File: src/rtl/cga_text_pixel_sequencer.sv
// Text-mode pixel sequencer: captures a CRTC slot, fetches char/attr and font row,
// then serialises the cell one slot later as IRGB pixels with aligned sync/blank.
module cga_text_pixel_sequencer #(
    parameter int CHAR_W    = 8,
    parameter int BLINK_BIT = 4
) (
    input  logic              clk,
    input  logic              reset_n,
    input  logic              pix_ce,
    input  logic              divclk,
    input  logic [13:0]       mem_addr,
    input  logic [4:0]        row_addr,
    input  logic              display_enable,
    input  logic              cursor,
    input  logic              hsync_in,
    input  logic              vsync_in,
    input  logic              blink_en,
    output logic              vram_req,
    output logic [13:0]       vram_addr,
    input  logic              vram_ack,
    input  logic [15:0]       vram_data,
    output logic [10:0]       font_addr,
    input  logic [CHAR_W-1:0] font_data,
    output logic [3:0]        pixel,
    output logic              hsync_out,
    output logic              vsync_out,
    output logic              blank_out,
    output logic              underrun,
    output logic [1:0]        fetch_state
);

    typedef enum logic [1:0] {IDLE = 2'd0, REQ = 2'd1, FONT = 2'd2, READY = 2'd3} state_t;

    state_t            state, state_nx;
    logic [13:0]       a_addr;
    logic [2:0]        a_row;
    logic              a_de, a_cur, a_hs, a_vs;
    logic [7:0]        char_q, attr_q, o_attr;
    logic [CHAR_W-1:0] nb_font, sh, load_font;
    logic [7:0]        load_attr;
    logic              o_cur, o_de, miss, vs_d;
    logic [4:0]        frame_cnt;
    logic              row_hi_unused;

    assign row_hi_unused = ^row_addr[4:3];
    assign miss          = divclk && (state == REQ || state == FONT);
    assign load_font     = (state == READY) ? nb_font : '0;
    assign load_attr     = (state == READY) ? attr_q : 8'h00;
    assign vram_addr     = a_addr;

    function automatic logic [3:0] colour(input logic on, input logic [7:0] attr,
                                          input logic cur, input logic de,
                                          input logic blink_ph, input logic blink_on);
        logic [3:0] fg_raw, bg, fg;
        fg_raw = attr[3:0];
        bg     = {attr[7] & ~blink_on, attr[6:4]};
        fg     = (blink_on && attr[7] && blink_ph) ? bg : fg_raw;
        if (!de)      return 4'h0;
        else if (cur) return fg_raw;
        else          return on ? fg : bg;
    endfunction

    // VRAM handshake: vram_req stays high with vram_addr stable until a one-cycle
    // vram_ack; vram_data is only valid on the ack cycle. A new divclk aborts it.
    always_ff @(posedge clk or negedge reset_n) begin
        if (!reset_n) state <= IDLE;
        else          state <= state_nx;
    end

    always_comb begin
        state_nx = state;
        if (divclk) begin
            state_nx = display_enable ? REQ : IDLE;
        end else begin
            case (state)
                REQ:     if (vram_ack) state_nx = FONT;
                FONT:    state_nx = READY;
                default: state_nx = state;
            endcase
        end
    end

    // font_addr goes out on the ack cycle so the registered font ROM answers in FONT.
    always_comb begin
        vram_req    = (state == REQ);
        fetch_state = state;
        font_addr   = {char_q, a_row};
        if (state == REQ && vram_ack) font_addr = {vram_data[7:0], a_row};
    end

    always_ff @(posedge clk or negedge reset_n) begin
        if (!reset_n) begin
            a_addr  <= '0;
            a_row   <= '0;
            a_de    <= 1'b0;
            a_cur   <= 1'b0;
            a_hs    <= 1'b0;
            a_vs    <= 1'b0;
            char_q  <= '0;
            attr_q  <= '0;
            nb_font <= '0;
        end else begin
            if (divclk) begin
                a_addr <= mem_addr;
                a_row  <= row_addr[2:0];
                a_de   <= display_enable;
                a_cur  <= cursor;
                a_hs   <= hsync_in;
                a_vs   <= vsync_in;
            end else begin
                if (state == REQ && vram_ack) begin
                    char_q <= vram_data[7:0];
                    attr_q <= vram_data[15:8];
                end
                if (state == FONT) nb_font <= font_data;
            end
        end
    end

    always_ff @(posedge clk or negedge reset_n) begin
        if (!reset_n) begin
            sh        <= '0;
            o_attr    <= '0;
            o_cur     <= 1'b0;
            o_de      <= 1'b0;
            pixel     <= '0;
            hsync_out <= 1'b0;
            vsync_out <= 1'b0;
            blank_out <= 1'b1;
            underrun  <= 1'b0;
        end else if (divclk) begin
            // Cell load: first pixel, syncs and blank all change on this clk.
            sh        <= {load_font[CHAR_W-2:0], 1'b0};
            o_attr    <= load_attr;
            o_cur     <= a_cur;
            o_de      <= a_de;
            pixel     <= colour(load_font[CHAR_W-1], load_attr, a_cur, a_de,
                                frame_cnt[BLINK_BIT], blink_en);
            hsync_out <= a_hs;
            vsync_out <= a_vs;
            blank_out <= ~a_de;
            if (miss) underrun <= 1'b1;
        end else if (pix_ce) begin
            sh    <= {sh[CHAR_W-2:0], 1'b0};
            pixel <= colour(sh[CHAR_W-1], o_attr, o_cur, o_de, frame_cnt[BLINK_BIT], blink_en);
        end
    end

    always_ff @(posedge clk or negedge reset_n) begin
        if (!reset_n) begin
            vs_d      <= 1'b0;
            frame_cnt <= '0;
        end else begin
            vs_d <= vsync_in;
            if (vsync_in && !vs_d) frame_cnt <= frame_cnt + 5'd1;
        end
    end

endmodule

File: config.mk
export PLATFORM = sky130hd
export DESIGN_NAME = cga_text_pixel_sequencer
export DESIGN_NICKNAME = d
export VERILOG_FILES = /design/src/rtl/cga_text_pixel_sequencer.sv
export SDC_FILE = /design/constraint.sdc
export NUM_CORES = 1
export LEC_CHECK = 0
export CAP_MARGIN = 10
export CORE_MARGIN = 2
export CORE_UTILIZATION = 43
export DETAILED_ROUTE_END_ITERATION = 10
export PLACE_DENSITY = 0.73
export SLEW_MARGIN = 30
export SYNTH_ARGS = -nofsm -noshare
export SYNTH_HDL_FRONTEND = slang
export SYNTH_SLANG_ARGS = --single-unit
File: constraint.sdc
create_clock -name clk -period 1.5 [get_ports clk]
set_clock_uncertainty 0.2 [all_clocks]
set_input_delay 0.225 -clock clk [delete_from_list [all_inputs] [get_ports clk]]
set_output_delay 0.225 -clock clk [all_outputs]
set_load 0.02 [all_outputs]
==> metrics.md, run 1 <==
| Metric | Value |
|---|---|
| Setup TNS | `-14.68 ns` |
| Core Util, Final | `64.98%` |
| Power Density | `around 1300 nW/um^2` |
| Reg2reg start | `fetch_state[0]$_DFFE_PN0P_` |
| Slew @ Worst Pin | `about 0.41 ns` |
| Setup WS pre-CTS | `-0.6624 ns` |
| CTS tree | `built` |
| WHS | `approximately 0.22 ns` |
| YS warnings | `0` |
| Max frequency | `roughly 0.51 GHz` |
| DRT Pass-1 Iters | `5` |
| First-pass GRT wire length | `12.10 mm` |
| Worst slew margin | `about 73%` |
| Initial antenna violation count | `0` |
| Post-DRT Antenna Nets | `0` |
| Setup violators final | `55` |
| Setup ws final | `-0.4743 ns` |
| DIE AREA | `8436 sq um` |
| # IOs | `a little under 90` |
| Hpwl dp | `roughly 4.7 mm` |
| Count leader, synth | `dfrtp_1` |
| Unique cell type count in the Yosys netlist | `35` |
| Post-synth top area share | `around three fifths` |
| DRC viols | `0` |
| Tcrit/Tclk final | `131.6%` |
| Area growth syn-to-layout | `48.98%` |
| Most frequent cells after synthesis | `dfrtp_1 (77), mux2_2 (60), nand2_1 (19)` |
| Vias after detailed routing | `~2400` |
| Max IR drop VDD | `0.9069 mV` |
| Switching fraction of total power | `approximately 28%` |
| Psw | `1770 uW` |
| Combinational share of power | `about 28%` |
| Syn avg cell area | `between 10 and 15 sq um` |
| RSZ-0062 raised after global routing | `yes` |
| Syn Std Cell Area | `between 3000 and 4000 sq um` |
| Post-Route WL | `between 7 and 8 mm` |
| IO buf count | `86` |
| Leak | `0.002191 uW` |
| GR Util All Layers | `between 10% and 20%` |
| Worst-skew pair later-pin latency | `between 0.3 and 0.4 ns` |
| Final hold vios | `0` |
| R2R setup slack | `-0.39 ns` |
| Fin. max-slew vios | `0` |
| Failing checks | `setup timing` |
| # clock sinks | `a little under 80` |
| Outcome | `finished, violations left` |
| Initial DRC Count | `110` |
| Reg2reg end | `nb_font[0]$_DFFE_PN0P_` |
| Clock Path Buffers | `2` |
| CTS buffer count | `9` |
| Min Tclk post-route | `1.974 ns` |
| Die Ht | `around 92 um` |
| Top post-synthesis cells by area | `dfrtp_1 (58%), mux2_2 (20%), mux2i_1 (2.7%)` |
| P_int | `4649 uW` |
| Vias in the first global route | `2468` |
| Layout cells sized above 1 | `39.94%` |
| Die width | `91.85 um` |
| Largest net degree at the start of global routing | `79` |
| Inserted Diodes | `0` |
| Clock share of power | `a little over a quarter` |
| Yosys top cell by area | `dfrtp_1` |
| R2R depth | `8` |
| Final nets | `between 400 and 500` |
| Register bit total from synthesis | `just under 80` |
| Worst EP required | `between 1 and 1.5 ns` |
| Sequential share of the synthesized area | `58.86%` |
| Worst-path clk slew | `0.08 ns` |
| Worst Hold Class | `primary input to asynchronous set/reset pin` |
| Seq pwr share | `44.8%` |
| Arrival @ worst endpoint | `roughly 1.6 ns` |
| Core Rows | `32` |
| Synth Net Count | `between 200 and 300` |
| Post-synth EDFFs | `0` |
| H-tree Lvls | `3` |
| DR WL/cell | `15.41 um` |
| Worst-path fanout max | `5` |
| Critical Path Sink Type | `output pin` |
| Cell count after synthesis | `between 200 and 250` |
| FFs w/ async S/R, synth | `100.0%` |
| Placer Congestion | `0.7867` |
| DR vias/cell | `5.110` |
| Max-cap violations | `0` |
| Gr ovfl total | `0` |
| Setup crit start kind | `flop` |
| CTS root buffer | `clkbuf_8` |
| Core area | `~7600 sq um` |
| Initial Util | `43.62%` |
| CP Class | `flop to output pin` |
| Ys flop type | `dfrtp_1` |
layout make-up:
class,instances,area [sq um]
fillers,600,2664
flip-flops and latches,78,1956
multi-input cells,145,1455
repair buffers,118,1151
clock buffers,11,151.4
well taps,102,127.6
clock inverters,4,70.07
inverters,7,32.53
registers in the layout (all words and copies together), names as in the netlist:
register     cells
o_cur            1
a_row            3
a_vs             1
a_cur            1
attr_q           8
o_de             1
blank_out        1
vs_d             1
vram_addr       14
frame_cnt        5
a_de             1
hsync_out        1
a_hs             1
fetch_state      2
vsync_out        1
pixel            4
char_q           8
nb_font          8
o_attr           8
sh               7
underrun         1
power groups by stage:
stage / logic, uW / registers, uW / clock network (uW)
floorplan: 830 / 2910 / 0
global placement: 1540 / 2880 / 0
detailed placement: 1580 / 2890 / 0
CTS: 1760 / 2870 / 1780
global route: 1930 / 2940 / 1880
finish: 1780 / 2880 / 1760
how the worst max path moves through the flow:
stage / from / end / cells past startpoint
finish: fetch_state[0]$_DFFE_PN0P_ / font_addr[4] / 4
global route: fetch_state[0]$_DFFE_PN0P_ / font_addr[4] / 4
CTS: fetch_state[0]$_DFFE_PN0P_ / font_addr[7] / 4
detailed placement: vram_ack / font_addr[6] / 4
global placement: vram_ack / font_addr[4] / 4
floorplan: fetch_state[0]$_DFFE_PN0P_ / font_addr[10] / 3
logic make-up (layout without fill, tap and decap cells):
family                   after synthesis  in the layout  share of synthesized area, %
XOR/XNOR                               4              4                         1.056
buffers and inverters                 18            140                         2.941
adder cells (fa/ha/maj)                4              4                         1.508
multiplexers                          70             70                         23.42
flip-flops                            78             78                         58.86
AND/OR/NAND/NOR                       34             36                         5.053
AO/OA/AOI/OAI                         31             31                         7.165
worst max-delay path, cell delays in order, from the launching register on:
cell	delay, ns
dfrtp_2	0.43
ha_4	0.20
nand2_8	0.08
mux2_2	0.34
buf_2	0.16
layer usage:
metal	up-vias	GRT usage, %	wire length [um]
li1	1102	-	-
met1	1168	24.15	3167
met2	95	29.11	3305
met3	11	4.519	536
met4	0	8.582	157
met5	-	0	0
per-stage QoR:
step / cells / instance area (sq um) / power (uW)
finish: 465 / 4943 / 6419
global route: 465 / 4943 / 6744
detailed placement: 439 / 4467 / 4471
CTS: 465 / 4886 / 6404
floorplan: 239 / 3381 / 3742
global placement: 439 / 4467 / 4415
cell usage in the layout (no fill, tap or decap), drive strengths merged:
| master | netlist | routed |
|---|---|---|
| clkbuf | 3 | 13 |
| xnor2 | 3 | 3 |
| mux2 | 61 | 61 |
| a22o | 8 | 8 |
| dfrtp | 77 | 77 |
| buf | 8 | 44 |
| clkdlybuf4s15 | 0 | 17 |
| o22ai | 1 | 1 |
| a221oi | 1 | 1 |
| nand2 | 19 | 20 |
| clkinv | 0 | 2 |
| o211ai | 4 | 4 |
| bufinv | 0 | 2 |
| dlygate4sd2 | 0 | 5 |
| xor2 | 1 | 1 |
| dfstp | 1 | 1 |
| nor2 | 2 | 2 |
| o21ai | 9 | 9 |
| clkdlybuf4s50 | 0 | 49 |
| nand2b | 3 | 3 |
| a2bb2oi | 1 | 1 |
| inv | 7 | 6 |
| a32o | 1 | 1 |
| and3b | 1 | 1 |
| ha | 4 | 4 |
| nor2b | 2 | 2 |
| mux2i | 9 | 9 |
| nand3 | 4 | 5 |
| a21oi | 2 | 2 |
| dlygate4sd3 | 0 | 1 |
| and2 | 1 | 1 |
| o21bai | 1 | 1 |
| nand4 | 2 | 2 |
| a31oi | 2 | 2 |
| clkinvlp | 0 | 1 |
| o32a | 1 | 1 |
what timing repair did:
action / CTS / global route
gates resized for setup: 124 / 34
endpoints found under the setup margin: 79 / 96
hold buffers: 1 / 0
pin swaps: 7 / 5
setup buffers: 7 / 5
hold endpoints to repair: 77 / 0
cloned: 3 / 0
Note: power is estimated with default switching activity, not from simulation.
==> run 2, diff against run 1 <==
Settings changed: CORE_MARGIN 2 to not set.
==> metrics.md, run 2 (synthesis results as in run 1) <==
| Metric | Value |
|---|---|
| Critical Path Sink Type | `output pin` |
| Core area | `7370 sq um` |
| Setup ws final | `-0.4694 ns` |
| Worst EP required | `about 1.1 ns` |
| Vias in the first global route | `2403` |
| DRC viols | `0` |
| Fillers | `about 600` |
| Largest register FFs | `14` |
| H-tree Lvls | `3` |
| R2R depth | `8` |
| CTS root buffer | `clkbuf_8` |
| Max-cap violations | `0` |
| Final nets | `between 400 and 500` |
| Hpwl dp | `4.846 mm` |
| Outcome | `finished, violations left` |
| DRT Pass-1 Iters | `4` |
| Layout cells sized above 1 | `about two fifths` |
| RSZ-0062 raised after global routing | `yes` |
| Initial antenna violation count | `0` |
| Leak | `around 0.0021 uW` |
| First-pass GRT wire length | `11.76 mm` |
| Setup violators final | `between 50 and 60` |
| Largest net degree at the start of global routing | `30` |
| Die Ht | `~90 um` |
| Total chip power | `6415 uW` |
| Arrival @ worst endpoint | `approximately 1.5 ns` |
| Multi-input combinational cell area | `1430 sq um` |
| Setup crit start kind | `flop` |
| Placer Congestion | `0.7857` |
| Setup crit end | `font_addr[10]` |
| DR vias/cell | `4.991` |
| Register area | `1956 sq um` |
| Max frequency | `0.5078 GHz` |
| CP Launch Point | `fetch_state[1]$_DFFE_PN0P_` |
| Initial Util | `45.03%` |
| Power Density | `1310 nW/um^2` |
| R2R setup slack | `-0.38 ns` |
| Setup WS pre-CTS | `-0.6644 ns` |
| Worst-path fanout max | `4` |
| Most frequent cells in the layout | `dfrtp_1 (75), clkdlybuf4s50_1 (49), mux2_2 (47)` |
| CTS tree | `built` |
| Reg2reg end | `nb_font[7]$_DFFE_PN0P_` |
| Worst-path clk slew | `around 0.08 ns` |
| Vias after detailed routing | `~2300` |
| Min Tclk post-route | `around 2.0 ns` |
| # clock sinks | `78` |
| Setup TNS | `-15.76 ns` |
| Reg2reg start | `fetch_state[0]$_DFFE_PN0P_` |
| Worst Hold Class | `primary input to asynchronous set/reset pin` |
| Core Rows | `31` |
| Fin. max-slew vios | `0` |
| Inserted Diodes | `0` |
| Die width | `around 90 um` |
| Tcrit/Tclk final | `131.3%` |
| Gr ovfl total | `0` |
| Final hold vios | `0` |
| CTS buffer count | `9` |
| Post-DRT Antenna Nets | `0` |
| Worst-skew pair later-pin latency | `0.34 ns` |
| Area growth syn-to-layout | `47.55%` |
| IO buf count | `86` |
| DR WL/cell | `15.27 um` |
| Initial DRC Count | `69` |
| Most common cell after layout, fill and taps aside | `dfrtp_1` |
| # IOs | `89` |
| Core Util, Final | `between 60 and 70%` |
| Failing checks | `setup timing` |
| CP Class | `flop to output pin` |
| GR Util All Layers | `18.48%` |
| Clock Path Buffers | `2` |
| DIE AREA | `~8100 sq um` |
| Max IR drop VDD | `around 0.68 mV` |
| Worst slew margin | `78.03%` |
| Slew @ Worst Pin | `roughly 0.33 ns` |
| WHS | `around 0.12 ns` |
| Post-Route WL | `slightly above 7 mm` |
run 2: report_power, final:
group	leakage (uW)	internal (uW)	switching (uW)	total, uW
Clock	0.000111	1110	731	1840
Sequential	0.000957	2550	315	2870
Combinational	0.00108	1020	685	1710
run 2: metal layers:
layer,track usage [%],wire length [um]
met5,0,0
met4,5.328,65
met3,5.922,501
met2,29.10,3319
met1,24.52,3153
run 2: area by class of cell:
type | instances | share of cell area, %
Multi-Input combinational cell | 145 | 29.21
Inverter | 7 | 0.6645
Clock inverter | 4 | 1.993
Sequential cell | 78 | 39.94
Tap cell | 99 | 2.530
Timing Repair Buffer | 116 | 22.90
Clock buffer | 12 | 2.760
run 2: what timing repair did:
item	4_1_cts	5_1_grt
hold buffers	1	0
setup buffers	3	4
cloned	1	1
pin swaps	5	4
hold endpoints to repair	77	0
gates resized for setup	104	37
setup endpoints to repair	78	92
run 2: through the flow:
step | area (sq um) | cells
after floorplan | 3381 | 239
after global placement | 4463 | 436
after detailed placement | 4463 | 436
final | 4896 | 461
after CTS | 4763 | 457
after global routing | 4896 | 461
run 2: worst min-delay path by stage:
stage                     slack (ns)                      to
after global placement         -0.06   vsync_out$_DFFE_PN0P_
after detailed placement       -0.06   vsync_out$_DFFE_PN0P_
final                           0.12  nb_font[6]$_DFFE_PN0P_
after global routing            0.14  nb_font[6]$_DFFE_PN0P_
after floorplan                -0.27       a_cur$_DFFE_PN0P_
after CTS                       0.12  nb_font[4]$_DFFE_PN0P_
run 2: critical path, cell delays in order (launching register included):
cell and delay [ns]:
dfrtp_2 0.41, inv_2 0.08, ha_4 0.19, nand2_4 0.08
mux2_4 0.32, buf_6 0.13
==> run 3, diff against run 2 <==
Settings changed: CAP_MARGIN 10 to not set, MAX_ROUTING_LAYER set to met4, SLEW_MARGIN 30 to 20.
==> metrics.md, run 3 (synthesis results as in run 1) <==
| Metric | Value |
|---|---|
| Core area | `between 7000 and 8000 sq um` |
| Max-cap violations | `0` |
| Setup WS pre-CTS | `-0.6644 ns` |
| Register area | `1956 sq um` |
| Worst-skew pair later-pin latency | `roughly 0.34 ns` |
| Fillers | `roughly 600` |
| IO buf count | `86` |
| Final Non-Filler Cells | `between 400 and 500` |
| Most frequent cells in the layout | `dfrtp_1 (75), clkdlybuf4s50_1 (49), mux2_2 (47)` |
| Final nets | `about 410` |
| Largest net degree at the start of global routing | `30` |
| Die width | `roughly 90 um` |
| Setup crit start kind | `flop` |
| Gr ovfl total | `0` |
| Initial DRC Count | `69` |
| Most common cell after layout, fill and taps aside | `dfrtp_1` |
| GR Util All Layers | `between 10% and 20%` |
| CP Class | `flop to output pin` |
| RSZ-0062 raised after global routing | `yes` |
| DR WL/cell | `approximately 15 um` |
| Worst-path fanout max | `4` |
| Worst EP required | `1.07 ns` |
| Power Density | `~1300 nW/um^2` |
| Placer Congestion | `0.7966` |
| Min Tclk post-route | `around 2 ns` |
| Met3 wire length | `around 500 um` |
| Initial antenna violation count | `0` |
| Setup violators final | `55` |
| # clock sinks | `78` |
| Post-DRT Antenna Nets | `0` |
| CTS buffer count | `9` |
| Area of placed instances | `roughly 4500 sq um` |
| H-tree Lvls | `3` |
| Outcome | `finished, violations left` |
| Clock Path Buffers | `2` |
| Vias after detailed routing | `2307` |
| Wire length on met2 | `~3.3 mm` |
| Worst-path clk slew | `0.08 ns` |
| DR vias/cell | `between 5 and 6` |
| Worst Hold Class | `primary input to asynchronous set/reset pin` |
| Max IR drop VDD | `a little under 0.7 mV` |
| Post-Route WL | `~7 mm` |
| Core Rows | `31` |
| Multi-input combinational cell area | `around 1400 sq um` |
| Arrival @ worst endpoint | `1.54 ns` |
| Inserted Diodes | `0` |
| Slew @ Worst Pin | `about 0.33 ns` |
| Max frequency | `roughly 0.5 GHz` |
| Metal-1 WL | `3.148 mm` |
| Tcrit/Tclk final | `131.0%` |
| CTS root buffer | `clkbuf_8` |
| Layout cells sized above 1 | `38.12%` |
| Dpl cells | `436` |
| Vias in the first global route | `around 2400` |
| Fin. max-slew vios | `0` |
| Worst slew margin | `roughly four fifths` |
| Max Used Layer | `met4` |
| # IOs | `just under 90` |
| Largest register FFs | `14` |
| Design Area, Final | `just under 5000 sq um` |
| DRC viols | `0` |
| Failing checks | `setup timing` |
| DIE AREA | `approximately 8000 sq um` |
| Die Ht | `~90 um` |
| Initial Util | `45.03%` |
| Area growth syn-to-layout | `47.55%` |
| Hpwl dp | `4.846 mm` |
| First-pass GRT wire length | `roughly 12 mm` |
| Final hold vios | `0` |
| DRT Pass-1 Iters | `4` |
| Critical Path Sink Type | `output pin` |
| Setup ws final | `-0.4651 ns` |
| CTS tree | `built` |
| Leak | `0.002146 uW` |
run 3: path summary, 6_finish.rpt:
kind	startpoint	end	slack [ns]	depth (start not counted)
min reg2reg	underrun$_DFFE_PN0P_	underrun$_DFFE_PN0P_	0.29	1
min in group clk	vsync_in	vs_d$_DFF_PN0_	0.28	2
max reg2reg	fetch_state[0]$_DFFE_PN0P_	nb_font[7]$_DFFE_PN0P_	-0.38	8
min	reset_n	nb_font[6]$_DFFE_PN0P_	0.12	2
max in group asynchronous	reset_n	vram_addr[9]$_DFFE_PN0P_	0.43	3
max	fetch_state[1]$_DFFE_PN0P_	font_addr[10]	-0.47	5
run 3: metrics by stage:
step                util [%]  TNS [ns]  total power, uW  hold slack [ns]
floorplan                  -    -4.263             3742          -0.2706
global placement       60.56    -22.84             4401         -0.06262
detailed placement     60.56    -23.60             4445         -0.05621
CTS                    64.63    -10.25             6323           0.1183
global route           66.43    -18.13             6753           0.1432
finish                 66.43    -15.68             6414           0.1182
run 3: cell type report:
cell class / count / share of cell area (%)
multi-input cells: 145 / 29.21
well taps: 99 / 2.530
flip-flops and latches: 78 / 39.94
clock inverters: 4 / 1.993
repair buffers: 116 / 22.90
inverters: 7 / 0.6645
clock buffers: 12 / 2.760
run 3: where the power goes:
| part | leakage, uW | switching (uW) | internal, uW |
|---|---|---|---|
| sequential | 0.000957 | 315 | 2550 |
| clock | 0.000111 | 731 | 1110 |
| combinational | 0.00108 | 684 | 1020 |
run 3: per-layer routing:
| layer | GRT usage, % | vias up |
|---|---|---|
| li1 | - | 1087 |
| met1 | 24.64 | 1139 |
| met2 | 29.10 | 74 |
| met3 | 5.753 | 7 |
| met4 | 5.328 | 0 |
| met5 | - | - |
run 3: timing repair:
item                       in CTS  in global routing
pin swaps                       5                  4
setup endpoints to repair      78                 92
hold buffers                    1                  0
hold endpoints to repair       77                  0
gates cloned                    1                  1
gates resized for setup       104                 37
buffers inserted                3                  4
run 3: worst max-delay path, stage by stage (launching register included):
cell,delay [ns]
dfrtp_2,0.41
inv_2,0.08
ha_4,0.19
nand2_4,0.08
mux2_4,0.31
buf_6,0.13
